**src/rtl/multicycle_ctrl_pkg.sv**
```systemverilog
// Shared encodings for the multi-cycle MIPS controller: FSM states, instruction classes,
// opcode/funct values and every datapath select / ALU operation code.
package multicycle_ctrl_pkg;

    typedef enum logic [2:0] {
        StIdle,
        StFetch,
        StDecode,
        StExec,
        StMem,
        StWb
    } state_e;

    typedef enum logic [3:0] {
        ClsIllegal,
        ClsRAlu,
        ClsRShift,
        ClsJr,
        ClsAluImm,
        ClsLoad,
        ClsStore,
        ClsBeq,
        ClsBne,
        ClsJ,
        ClsJal
    } instr_cls_e;

    localparam logic [5:0] OpRtype = 6'b000000;
    localparam logic [5:0] OpJ     = 6'b000010;
    localparam logic [5:0] OpJal   = 6'b000011;
    localparam logic [5:0] OpBeq   = 6'b000100;
    localparam logic [5:0] OpBne   = 6'b000101;
    localparam logic [5:0] OpAddi  = 6'b001000;
    localparam logic [5:0] OpOri   = 6'b001101;
    localparam logic [5:0] OpLui   = 6'b001111;
    localparam logic [5:0] OpLw    = 6'b100011;
    localparam logic [5:0] OpSw    = 6'b101011;

    localparam logic [5:0] FnSll   = 6'b000000;
    localparam logic [5:0] FnSrl   = 6'b000010;
    localparam logic [5:0] FnJr    = 6'b001000;
    localparam logic [5:0] FnAdd   = 6'b100000;
    localparam logic [5:0] FnAddu  = 6'b100001;
    localparam logic [5:0] FnSub   = 6'b100010;
    localparam logic [5:0] FnSubu  = 6'b100011;
    localparam logic [5:0] FnAnd   = 6'b100100;
    localparam logic [5:0] FnOr    = 6'b100101;
    localparam logic [5:0] FnXor   = 6'b100110;
    localparam logic [5:0] FnNor   = 6'b100111;
    localparam logic [5:0] FnSlt   = 6'b101010;
    localparam logic [5:0] FnSltu  = 6'b101011;

    localparam logic [1:0] RdRt = 2'b00;
    localparam logic [1:0] RdRd = 2'b01;
    localparam logic [1:0] RdRa = 2'b10;

    localparam logic [1:0] AluSrcReg  = 2'b00;
    localparam logic [1:0] AluSrcImm  = 2'b01;
    localparam logic [1:0] AluSrcSha  = 2'b10;
    localparam logic [1:0] AluSrcZero = 2'b11;

    localparam logic [1:0] Dm2Reg  = 2'b00;
    localparam logic [1:0] Alu2Reg = 2'b01;
    localparam logic [1:0] Npc2Reg = 2'b10;

    localparam logic [1:0] NpcPc4    = 2'b00;
    localparam logic [1:0] NpcBranch = 2'b01;
    localparam logic [1:0] NpcJump   = 2'b10;
    localparam logic [1:0] NpcJr     = 2'b11;

    localparam logic [3:0] AluNop  = 4'd0;
    localparam logic [3:0] AluAdd  = 4'd1;
    localparam logic [3:0] AluSub  = 4'd2;
    localparam logic [3:0] AluAnd  = 4'd3;
    localparam logic [3:0] AluOr   = 4'd4;
    localparam logic [3:0] AluXor  = 4'd5;
    localparam logic [3:0] AluNor  = 4'd6;
    localparam logic [3:0] AluSlt  = 4'd7;
    localparam logic [3:0] AluSltu = 4'd8;
    localparam logic [3:0] AluSll  = 4'd9;
    localparam logic [3:0] AluSrl  = 4'd10;
    localparam logic [3:0] AluLui  = 4'd11;

    function automatic logic cls_is_mem(input instr_cls_e cls);
        return (cls == ClsLoad) || (cls == ClsStore);
    endfunction

    function automatic logic cls_is_rtype(input instr_cls_e cls);
        return (cls == ClsRAlu) || (cls == ClsRShift);
    endfunction

endpackage

```
**src/rtl/multicycle_ctrl_decode.sv**
```systemverilog
// Pure combinational instruction decoder: op/funct -> instruction class, ALU operation and
// an illegal-instruction flag for anything outside the supported subset.
module multicycle_ctrl_decode
    import multicycle_ctrl_pkg::*;
(
    input  logic [5:0] i_op,
    input  logic [5:0] i_funct,
    output logic [3:0] o_cls,
    output logic [3:0] o_alu_op,
    output logic       o_illegal
);

    instr_cls_e w_cls;

    always_comb begin
        w_cls    = ClsIllegal;
        o_alu_op = AluNop;
        case (i_op)
            OpRtype: begin
                case (i_funct)
                    FnAdd, FnAddu: begin w_cls = ClsRAlu;   o_alu_op = AluAdd;  end
                    FnSub, FnSubu: begin w_cls = ClsRAlu;   o_alu_op = AluSub;  end
                    FnAnd:         begin w_cls = ClsRAlu;   o_alu_op = AluAnd;  end
                    FnOr:          begin w_cls = ClsRAlu;   o_alu_op = AluOr;   end
                    FnXor:         begin w_cls = ClsRAlu;   o_alu_op = AluXor;  end
                    FnNor:         begin w_cls = ClsRAlu;   o_alu_op = AluNor;  end
                    FnSlt:         begin w_cls = ClsRAlu;   o_alu_op = AluSlt;  end
                    FnSltu:        begin w_cls = ClsRAlu;   o_alu_op = AluSltu; end
                    FnSll:         begin w_cls = ClsRShift; o_alu_op = AluSll;  end
                    FnSrl:         begin w_cls = ClsRShift; o_alu_op = AluSrl;  end
                    FnJr:          begin w_cls = ClsJr;     o_alu_op = AluNop;  end
                    default:       begin w_cls = ClsIllegal; o_alu_op = AluNop; end
                endcase
            end
            OpAddi:  begin w_cls = ClsAluImm; o_alu_op = AluAdd; end
            OpOri:   begin w_cls = ClsAluImm; o_alu_op = AluOr;  end
            OpLui:   begin w_cls = ClsAluImm; o_alu_op = AluLui; end
            // Address generation for loads/stores reuses the adder.
            OpLw:    begin w_cls = ClsLoad;   o_alu_op = AluAdd; end
            OpSw:    begin w_cls = ClsStore;  o_alu_op = AluAdd; end
            OpBeq:   begin w_cls = ClsBeq;    o_alu_op = AluSub; end
            OpBne:   begin w_cls = ClsBne;    o_alu_op = AluSub; end
            OpJ:     begin w_cls = ClsJ;      o_alu_op = AluNop; end
            OpJal:   begin w_cls = ClsJal;    o_alu_op = AluNop; end
            default: begin w_cls = ClsIllegal; o_alu_op = AluNop; end
        endcase
    end

    assign o_cls     = w_cls;
    assign o_illegal = (w_cls == ClsIllegal);

endmodule

```
**src/rtl/multicycle_ctrl.sv**
```systemverilog
// Multi-cycle MIPS control FSM (IDLE/FETCH/DECODE/EXEC/MEM/WB) driving the shared datapath.
// Define MULTICYCLE_PERF_EN to build the cycle / retired-instruction counters.
module multicycle_ctrl
    import multicycle_ctrl_pkg::*;
#(
    parameter int unsigned CNT_W = 32
) (
    input  logic             clk,
    input  logic             rstn,
    input  logic [5:0]       op,
    input  logic [5:0]       funct,
    input  logic             zero,
    input  logic             mem_ready,
    output logic             mem_req,
    output logic             mem_we,
    output logic             iord,
    output logic             ir_write,
    output logic             pc_write,
    output logic [1:0]       npc_op,
    output logic             reg_write,
    output logic [1:0]       reg_dst,
    output logic [1:0]       alu_src,
    output logic [1:0]       to_reg,
    output logic [3:0]       alu_op,
    output logic             illegal,
    output logic [CNT_W-1:0] cycle_cnt,
    output logic [CNT_W-1:0] instret_cnt
);

    state_e     r_state;
    state_e     w_state_d;
    logic [3:0] w_cls_bits;
    instr_cls_e w_cls;
    logic [3:0] w_alu_op;
    logic       w_illegal;

    multicycle_ctrl_decode u_decode (
        .i_op      (op),
        .i_funct   (funct),
        .o_cls     (w_cls_bits),
        .o_alu_op  (w_alu_op),
        .o_illegal (w_illegal)
    );

    assign w_cls = instr_cls_e'(w_cls_bits);

    always_ff @(posedge clk or negedge rstn) begin
        if (!rstn) begin
            r_state <= StIdle;
        end else begin
            r_state <= w_state_d;
        end
    end

    always_comb begin
        w_state_d = r_state;
        unique case (r_state)
            StIdle:   w_state_d = StFetch;
            StFetch:  if (mem_ready) w_state_d = StDecode;
            StDecode: begin
                if (w_illegal || (w_cls == ClsJ) || (w_cls == ClsJal) || (w_cls == ClsJr)) begin
                    w_state_d = StFetch;
                end else begin
                    w_state_d = StExec;
                end
            end
            StExec: begin
                if ((w_cls == ClsBeq) || (w_cls == ClsBne)) begin
                    w_state_d = StFetch;
                end else if (cls_is_mem(w_cls)) begin
                    w_state_d = StMem;
                end else begin
                    w_state_d = StWb;
                end
            end
            // A store completes in MEM; a load still needs its write-back cycle.
            StMem: begin
                if (mem_ready) begin
                    w_state_d = (w_cls == ClsStore) ? StFetch : StWb;
                end
            end
            StWb:     w_state_d = StFetch;
            default:  w_state_d = StIdle;
        endcase
    end

    always_comb begin
        mem_req   = 1'b0;
        mem_we    = 1'b0;
        iord      = 1'b0;
        ir_write  = 1'b0;
        pc_write  = 1'b0;
        npc_op    = NpcPc4;
        reg_write = 1'b0;
        reg_dst   = RdRt;
        alu_src   = AluSrcReg;
        to_reg    = Dm2Reg;
        alu_op    = AluNop;
        illegal   = 1'b0;
        unique case (r_state)
            StIdle: begin
            end
            StFetch: begin
                mem_req = 1'b1;
                if (mem_ready) begin
                    ir_write = 1'b1;
                    pc_write = 1'b1;
                    npc_op   = NpcPc4;
                end
            end
            StDecode: begin
                case (w_cls)
                    ClsJ: begin
                        pc_write = 1'b1;
                        npc_op   = NpcJump;
                    end
                    ClsJal: begin
                        pc_write  = 1'b1;
                        npc_op    = NpcJump;
                        reg_write = 1'b1;
                        reg_dst   = RdRa;
                        to_reg    = Npc2Reg;
                    end
                    ClsJr: begin
                        pc_write = 1'b1;
                        npc_op   = NpcJr;
                    end
                    default: illegal = w_illegal;
                endcase
            end
            StExec: begin
                alu_op = w_alu_op;
                case (w_cls)
                    ClsRShift:                    alu_src = AluSrcSha;
                    ClsAluImm, ClsLoad, ClsStore: alu_src = AluSrcImm;
                    default:                      alu_src = AluSrcReg;
                endcase
                if (w_cls == ClsBeq) begin
                    pc_write = zero;
                    npc_op   = NpcBranch;
                end else if (w_cls == ClsBne) begin
                    pc_write = ~zero;
                    npc_op   = NpcBranch;
                end
            end
            StMem: begin
                mem_req = 1'b1;
                iord    = 1'b1;
                mem_we  = (w_cls == ClsStore);
            end
            StWb: begin
                reg_write = 1'b1;
                reg_dst   = cls_is_rtype(w_cls) ? RdRd : RdRt;
                to_reg    = (w_cls == ClsLoad) ? Dm2Reg : Alu2Reg;
            end
            default: begin
            end
        endcase
    end

`ifdef MULTICYCLE_PERF_EN
    logic [CNT_W-1:0] r_cycle_cnt;
    logic [CNT_W-1:0] r_instret_cnt;
    logic             w_retire;

    // IDLE -> FETCH is the start of the first instruction, not a retirement.
    assign w_retire = (r_state != StIdle) && (r_state != StFetch) && (w_state_d == StFetch);

    always_ff @(posedge clk or negedge rstn) begin
        if (!rstn) begin
            r_cycle_cnt   <= '0;
            r_instret_cnt <= '0;
        end else if (r_state == StIdle) begin
            r_cycle_cnt   <= '0;
            r_instret_cnt <= '0;
        end else begin
            r_cycle_cnt <= r_cycle_cnt + CNT_W'(1);
            if (w_retire) begin
                r_instret_cnt <= r_instret_cnt + CNT_W'(1);
            end
        end
    end

    assign cycle_cnt   = r_cycle_cnt;
    assign instret_cnt = r_instret_cnt;
`else
    assign cycle_cnt   = '0;
    assign instret_cnt = '0;
`endif

endmodule

```
**config.mk**
```make
export PLATFORM = sky130hd
export DESIGN_NAME = multicycle_ctrl
export DESIGN_NICKNAME = d
export VERILOG_FILES = /design/src/rtl/multicycle_ctrl_pkg.sv /design/src/rtl/multicycle_ctrl_decode.sv /design/src/rtl/multicycle_ctrl.sv
export SDC_FILE = /design/constraint.sdc
export NUM_CORES = 1
export LEC_CHECK = 0
export BUFFER_PORTS_ARGS = -buffer_cell sky130_fd_sc_hd__buf_2
export CAP_MARGIN = 20
export CORE_MARGIN = 1
export CORE_UTILIZATION = 41
export DETAILED_ROUTE_END_ITERATION = 8
export HOLD_SLACK_MARGIN = 0.03
export MAX_ROUTING_LAYER = met4
export PLACE_DENSITY = 0.81
export SLEW_MARGIN = 20
export SYNTH_ARGS = -nofsm -noshare
export SYNTH_HDL_FRONTEND = slang
export SYNTH_SLANG_ARGS = --single-unit
```
**constraint.sdc**
```tcl
create_clock -name clk -period 1.9 [get_ports clk]
set_input_delay 0.095 -clock clk [delete_from_list [all_inputs] [get_ports clk]]
set_output_delay 0.095 -clock clk [all_outputs]
set_load 0.1 [all_outputs]
```
==> results of run 1 <==
==> cell families (layout without fill, tap and decap cells) <==
family | Yosys count | in the layout
multiplexers | 1 | 1
adder cells (fa/ha/maj) | 4 | 4
other | 1 | 64
flip-flops | 3 | 3
XOR/XNOR | 5 | 5
buffers and inverters | 77 | 49
AND/OR/NAND/NOR | 76 | 76
AO/OA/AOI/OAI | 28 | 28
==> layout make-up <==
| class | instances | area (um2) |
|---|---|---|
| fillers | 282 | 1350 |
| multi-input cells | 178 | 1160 |
| repair buffers | 41 | 420 |
| flip-flops and latches | 3 | 77.6 |
| well taps | 44 | 55.1 |
| clock buffers | 4 | 26.3 |
| inverters | 4 | 15.0 |
==> layer usage <==
metal  wire length [um]  up-vias  part of all wire (%)  track usage (%)
met5                  0        -                     0                -
met3                191        2                   6.7             2.18
met1               1170      558                    41             20.4
li1                   -      608                     -                -
met4                 12        0                  0.42             2.66
met2               1480       66                    52             29.1
==> through the flow <==
step	hold WS (ps)	util [%]	setup slack, ps	TNS (ps)
3_5_place_dp	-104	54.4	13.5	0
6_report	183	56.6	68.2	0
3_3_place_gp	-106	54.4	68.8	0
2_1_floorplan	-201	-	-476	-1730
5_1_grt	187	56.6	-16.9	-45.6
4_1_cts	184	55.9	30.0	0
==> cells in the final DEF (no fill, tap or decap), types with 2 or more instances in the layout <==
cell type / Yosys / layout
a21o_1: 2 / 2
a21oi_1: 6 / 3
a21oi_4: 0 / 2
and2_4: 1 / 3
and3_4: 1 / 2
buf_12: 0 / 13
buf_2: 2 / 21
buf_4: 69 / 6
clkbuf_4: 0 / 3
conb_1: 1 / 64
dfrtp_2: 0 / 2
ha_1: 4 / 3
inv_1: 4 / 3
nand2_1: 11 / 10
nand2b_1: 4 / 3
nand3_1: 13 / 10
nand3_2: 0 / 3
nand3b_1: 3 / 3
nand4_1: 2 / 2
nor2_1: 16 / 12
nor2_2: 0 / 3
nor2b_1: 3 / 3
nor3_1: 6 / 3
nor3_2: 1 / 3
nor3b_4: 0 / 3
o21ai_0: 6 / 5
or3_1: 2 / 2
xnor2_1: 5 / 5
==> final timing paths <==
check / startpoint / end / slack (ps) / depth (start not counted)
worst max-delay path: r_state[2] / pc_write / 70 / 5
worst min-delay path: rstn / r_state[0] / 180 / 2
worst max register to register: r_state[2] / r_state[2] / 720 / 3
worst min register to register: r_state[2] / r_state[0] / 600 / 1
max in group asynchronous: rstn / r_state[2] / 1590 / 2
min in group clk: mem_ready / r_state[0] / 200 / 3
==> report_power, final <==
| part | leakage [uW] | total (uW) | switching, uW | internal [uW] |
|---|---|---|---|---|
| sequential | 0.0000338 | 156 | 56.7 | 99.3 |
| combinational | 0.000754 | 1660 | 1340 | 320 |
| clock | 0.0000150 | 112 | 33.5 | 78.7 |
| total | 0.000803 | 1930 | 1430 | 498 |
==> repair_timing <==
item	4_1_cts	5_1_grt
gates resized for setup	1	6
hold endpoints to repair	3	0
pin swaps	0	2
endpoints found under the setup margin	1	3
hold buffers	1	0
buffers inserted	0	0
==> worst max-delay path, stage by stage, from the launching register on <==
cell     delay (ps)
dfrtp_2         460
nor2b_1         210
nand2_2         160
or3_1           400
nand3_2          90
buf_12          180
==> flow_summary.ini, run 1 <==
[floorplanning]
die_area_um2 = 3540
die_y_um = 59.5
core_area_um2 = 3100
die_x_um = 59.5
io_pins = 99
start_util_pct = 43.7
fp-row-count = 20

[power_and_ir_drop]
total_leakage_power_uw = 0.000803
p_total_uw = 1930
vdd_ir_drop_max_uv = 435
power.density_nw_per_um2 = 1100

[clock_tree]
clock_sinks = 3
cts.clk_slew.worst_paths_ps = 40
clk_path_buf_depth = 2
cts_buffers = 3
clk_latency_ps = 230
cts_root_buf = clkbuf_4
cts_tree = yes
htree_levels = 1

[yosys]
synth-compound-area-share_pct = 13.9
synthSimpleGateAreaFrac_pct = 31.5
synth.most_common_cell = buf_4
yosys_most_used_dff = dfrtp_1
ys_warn_count = 0
ys_ff_latch = 3
synth_top_family_by_area = buffers and inverters
synthMuxAreaShare_pct = 0.739
synth.largest_area_cell = buf_4
syn_area_per_cell_um2 = 6.95
yosys-top-cells-area = buf_4 38%, dfrtp_1 5.5%, nand3_1 4.8%
synth_edf_count = 0
ys_async_sr_fraction_pct = 100
synthXorXnorAreaFrac_pct = 3.23
netlist_area_um2 = 1360
synthAdderAreaFrac_pct = 3.69
yosysSeqAreaShare_pct = 5.54
synth_cell_types = 45
synthTopCellsByCount = 69 x buf_4, 16 x nor2_1, 13 x nand3_1
syn_inst = 195
synth_top_area_share_pct = 38.2

[routing]
drc = 0
first_iter_violations = 33
vias = 1234
routed_via_density = 4.50
ant_nets = 0
wirelength_mm = 2.85
firstDrtPassIters = 4
wl_per_cell_um = 10.4

[timing]
grt_setup_unrepaired = yes
period_needed_ps = 1830
fmax_ghz = 0.546
skew_ps = 3.28
setup_viol = 0
fin_crit_sh_pct = 96.4
hold_viol_final = 0
slew_viol_final = 0

[finish]
drive_gt1_share_pct = 35.2
reg_top3 = r_state (3)
insertedDiodeCount = 0
finalNetCount = 251
areaGrowthSynthToFinish_pct = 29.5
largest-register = r_state
largest_reg_flops = 3
stdcell_count = 274
final_area_um2 = 1760

[placed_design]
hpwl_mm = 2.35
place_area_um2 = 1690
place_congestion = 0.825
portBuffers = 34
dp_cells = 269

[flow_run]
max-cap-violations = 0

[critical_path]
start_kind = flop
cp-end-kind = primary output
crit_type = flop to primary output
crit_fanout = 7
crit_arrival_ps = 1740
cp.required_ps = 1800

[global_routing]
grt_pass1_wl_mm = 4.45
antenna_found_initial = 0
track_usage_pct = 16.5
grt_max_degree = 13
grt_pass1_vias = 997
grt_overflow_total = 0

[min_path]
hold_path.class = input port to async pin

[status]
status = finished clean
Note: power is estimated with default switching activity, not from simulation.
==> run 2: changes to the inputs <==
--- a/config.mk
+++ b/config.mk
@@ -8,11 +8,10 @@
 export BUFFER_PORTS_ARGS = -buffer_cell sky130_fd_sc_hd__buf_2
 export CAP_MARGIN = 20
 export CORE_MARGIN = 1
-export CORE_UTILIZATION = 41
+export CORE_UTILIZATION = 30
 export DETAILED_ROUTE_END_ITERATION = 8
 export HOLD_SLACK_MARGIN = 0.03
 export MAX_ROUTING_LAYER = met4
-export PLACE_DENSITY = 0.81
 export SLEW_MARGIN = 20
 export SYNTH_ARGS = -nofsm -noshare
 export SYNTH_HDL_FRONTEND = slang
==> run 2 against run 1 <==
  * Utilization is 16 points lower
  * Combinational power is essentially flat
  * Worst hold slack gained 25 ps
  * Routed wire length is 0.35% higher
  * Sequential power rose by 13%
  * Count of clock-buffer cells in the layout did not move
  * Sequential share of layout area shrank 0.065 points
  * Worst setup slack gained 28 ps
  * Critical path type unchanged
  * Largest power group unchanged
==> flow_summary.ini, run 2 (synthesis results as in run 1) <==
[status]
status = finished clean

[critical_path]
cp.required_ps = 1800
crit_path_top_delay_cell = dfrtp_2
r2r-start = r_state[0]
path_delay_family = simple AND/OR/NAND/NOR gates
start_kind = flop
cp-end-kind = primary output
slowest_delay_ps = 460
crit_type = flop to primary output
crit_fanout = 7
path_buf_inv = 1
crit_arrival_ps = 1710
cp-startpoint = r_state[2]
worstPathCellList = nor2b_1 -> nand2_2 -> or3_1 -> nand3_2 -> buf_12

[clock_tree]
clock_sinks = 3
cts.clk_slew.worst_paths_ps = 30
cts_buffers = 3
cts_tree = yes
clk_latency_ps = 210
cts_root_buf = clkbuf_8
clk_path_buf_depth = 2
htree_levels = 1
cts_setup_buffers = 0

[finish]
fillerInstances = 453
drive_gt1_share_pct = 34.5
largest-register = r_state
areaGrowthSynthToFinish_pct = 31.5
final_common_cell = conb_1
insertedDiodeCount = 0
layout_common_cells = 64 x conb_1, 21 x buf_2, 13 x nor2_1, 13 x buf_12
utilization_pct = 40.9
finalNetCount = 253
reg_top3 = r_state (3)
largest_reg_flops = 3

[floorplanning]
die_x_um = 69.2
die_area_um2 = 4790
io_pins = 99
core_area_um2 = 4350
start_util_pct = 31.1
fp-row-count = 24
die_y_um = 69.2

[global_routing]
track_usage_pct = 12.0
top_usage_layer = met2
grt_overflow_total = 0
antenna_found_initial = 0
grt_pass1_wl_mm = 4.79
grt_pass1_vias = 1037
grt_max_degree = 13
use_met1_pct = 16.3
gr-usage-met2_pct = 19.3
grt_use_met3_pct = 1.16

[routing]
wirelength_mm = 2.86
vias = 1229
routed_via_density = 4.33
firstDrtPassIters = 4
wl_per_cell_um = 10.1
drc = 0
first_iter_violations = 65
ant_nets = 0

[power_and_ir_drop]
vdd_ir_drop_max_uv = 693
total_leakage_power_uw = 0.000818
power.density_nw_per_um2 = 1120

[timing]
period_needed_ps = 1800
slew_viol_final = 0
skew_ps = 0.172
fmax_ghz = 0.554
hold_viol_final = 0
setup_viol = 0
whs_ps = 209
grt_setup_unrepaired = no
fin_crit_sh_pct = 94.9

[flow_run]
max-cap-violations = 0

[placed_design]
hpwl_mm = 2.43
portBuffers = 34
place_congestion = 0.838

[min_path]
hold_path.class = input port to async pin
## run 2: worst paths after layout
check                        endpoint  slack [ps]  cells past startpoint
setup / recovery             pc_write         100                      5
hold reg to reg            r_state[0]         540                      1
hold / removal             r_state[1]         210                      2
min in group clk           r_state[0]         230                      3
max in group asynchronous  r_state[0]        1570                      2
setup reg to reg           r_state[1]         730                      4
## run 2: layout make-up
cell class | instances | area (um2) | share of cell area, %
clock buffer | 4 | 45.0 | 2.53
inverter | 4 | 15.0 | 0.843
multi-input combinational | 178 | 1140 | 64.2
sequential | 3 | 77.6 | 4.35
tap | 52 | 65.1 | 3.65
timing repair buffer | 43 | 435 | 24.4
## run 2: timing repair
action                                  4_1_cts  5_1_grt
hold buffers                                  1        0
resized for setup                             1        2
endpoints found under the hold margin         3        0
endpoints found under the setup margin        1        6
## run 2: through the flow
stage          worst slack (ps)  cells  setup TNS (ps)  power [uW]  instance area (um2)
3_3_place_gp               91.9    279               0        1790                 1710
2_1_floorplan              -476    258           -1730        1650                 1780
4_1_cts                    8.38    284               0        1990                 1780
5_1_grt                    11.9    284               0        2080                 1780
3_5_place_dp               77.4    279               0        1800                 1710
6_report                   96.0    284               0        1990                 1780
## run 2: power breakdown
| group | switching [uW] | total, uW | leakage, uW | internal (uW) |
|---|---|---|---|---|
| sequential | 76.6 | 176 | 0.0000345 | 99.7 |
| combinational | 1310 | 1630 | 0.000761 | 321 |
| clock | 39.6 | 182 | 0.0000228 | 143 |
## run 2: routing by layer
metal | up-vias | part of all wire, %
li1 | 611 | -
met1 | 554 | 46
met3 | 0 | 6.1
met4 | 0 | 0
met2 | 64 | 47
met5 | - | 0
==> run 3: changes to the inputs <==
--- a/config.mk
+++ b/config.mk
@@ -9,6 +9,7 @@
 export CAP_MARGIN = 20
 export CORE_MARGIN = 1
 export CORE_UTILIZATION = 30
+export CTS_BUF_LIST = sky130_fd_sc_hd__clkbuf_16
 export DETAILED_ROUTE_END_ITERATION = 8
 export HOLD_SLACK_MARGIN = 0.03
 export MAX_ROUTING_LAYER = met4
==> run 3 against run 2 <==
  * Power increased by 7.2%
  * Final cell count stayed put
  * Worst setup slack got worse by 3.5 ps
  * Clock skew up 1.8 ps
  * Combinational power is essentially flat
  * Critical path type unchanged
  * Sequential power about the same
  * Count of clock-buffer cells in the layout is 1 lower
  * Via count increased by 0.16%
  * Register-to-register slack barely moved
  * First-iteration DRC count rose by 3.1%
  * Utilization is 0.78 points higher
  * Flip-flop and latch count did not move
==> flow_summary.ini, run 3 (synthesis results as in run 1) <==
[status]
status = finished clean

[routing]
firstDrtPassIters = 4
vias = 1231
wl_per_cell_um = 10.1
drc = 0
wirelength_mm = 2.86
routed_via_density = 4.33
ant_nets = 0
first_iter_violations = 67

[finish]
final_common_cell = conb_1
insertedDiodeCount = 0
largest_reg_flops = 3
finalNetCount = 253
layout_common_cells = 64 x conb_1, 21 x buf_2, 13 x nor2_1, 13 x buf_12
areaGrowthSynthToFinish_pct = 34.0
drive_gt1_share_pct = 34.5
reg_top3 = r_state (3)
largest-register = r_state

[critical_path]
cp.required_ps = 1800
crit_fanout = 7
worstPathCellList = nor2b_1 -> nand2_2 -> or3_1 -> nand3_2 -> buf_12
cp-end-kind = primary output
crit_type = flop to primary output
start_kind = flop
crit_path_top_delay_cell = dfrtp_2
slowest_delay_ps = 460
crit_arrival_ps = 1710

[timing]
whs_ps = 203
slew_viol_final = 0
fin_crit_sh_pct = 95.1
hold_viol_final = 0
period_needed_ps = 1810
setup_viol = 0
grt_setup_unrepaired = no
skew_ps = 1.92
fmax_ghz = 0.553

[clock_tree]
cts_tree = yes
clk_latency_ps = 220
cts_buffers = 3
cts_root_buf = clkbuf_16
clock_sinks = 3
htree_levels = 1
cts.clk_slew.worst_paths_ps = 30
clk_path_buf_depth = 2

[global_routing]
grt_pass1_vias = 1031
grt_max_degree = 13
track_usage_pct = 12.1
antenna_found_initial = 0
grt_overflow_total = 0
grt_pass1_wl_mm = 4.80

[power_and_ir_drop]
power.density_nw_per_um2 = 1180
total_leakage_power_uw = 0.000838
p_total_uw = 2140
vdd_ir_drop_max_uv = 704

[floorplanning]
die_x_um = 69.2
die_area_um2 = 4790
io_pins = 99
start_util_pct = 31.1
fp-row-count = 24
die_y_um = 69.2
core_area_um2 = 4350

[placed_design]
portBuffers = 34
hpwl_mm = 2.43
place_congestion = 0.838

[min_path]
hold_path.class = input port to async pin

[flow_run]
max-cap-violations = 0
-- run 3: final timing paths --
kind	startpoint	endpoint	slack (ps)	cells after the start
max reg2reg	r_state[0]	r_state[1]	730	4
min in group clk	mem_ready	r_state[0]	220	3
min reg2reg	r_state[0]	r_state[0]	540	1
max in group asynchronous	rstn	r_state[2]	1580	2
max	r_state[2]	pc_write	90	5
min	rstn	r_state[0]	200	2
-- run 3: layout make-up --
cell class	count	area, um2
flip-flops and latches	3	77.6
clock buffers	3	75.1
repair buffers	43	435
clock inverters	1	3.75
fillers	450	2540
multi-input cells	178	1140
well taps	52	65.1
inverters	4	15.0
-- run 3: worst max-delay path, delay by kind of cell (launching register included) --
kind	cells	cell delay, ps
buffers and inverters	1	180
DFF	1	460
and+or+nand+nor	4	850
-- run 3: layer usage --
layer	vias up	share of wire, %	global-route usage [%]	routed length, um
met1	555	47	16.5	1360
met3	0	6.0	1.60	172
met2	62	47	19.1	1330
met5	-	0	-	0
met4	0	0	2.49	0
li1	614	-	-	-
-- run 3: what timing repair did --
action                                  CTS  global route
hold buffers                              1             0
gates resized for setup                   2             1
pin swaps                                 0             0
buffers inserted                          0             0
endpoints found under the setup margin    2             5
hold endpoints to repair                  3             0
-- run 3: power breakdown --
group / switching, uW / total (uW) / internal (uW)
Sequential: 76.2 / 176 / 99.7
Clock: 54.6 / 326 / 271
Combinational: 1310 / 1630 / 321
-- run 3: stage by stage --
step	cell area, um2	setup slack [ps]	std cells	TNS, ps	util [%]
CTS	1810	44.3	284	0	41.7
global route	1820	5.59	284	0	41.7
global placement	1710	91.9	279	0	39.4
floorplan	1780	-476	258	-1730	-
finish	1820	92.5	284	0	41.7
detailed placement	1710	77.4	279	0	39.4
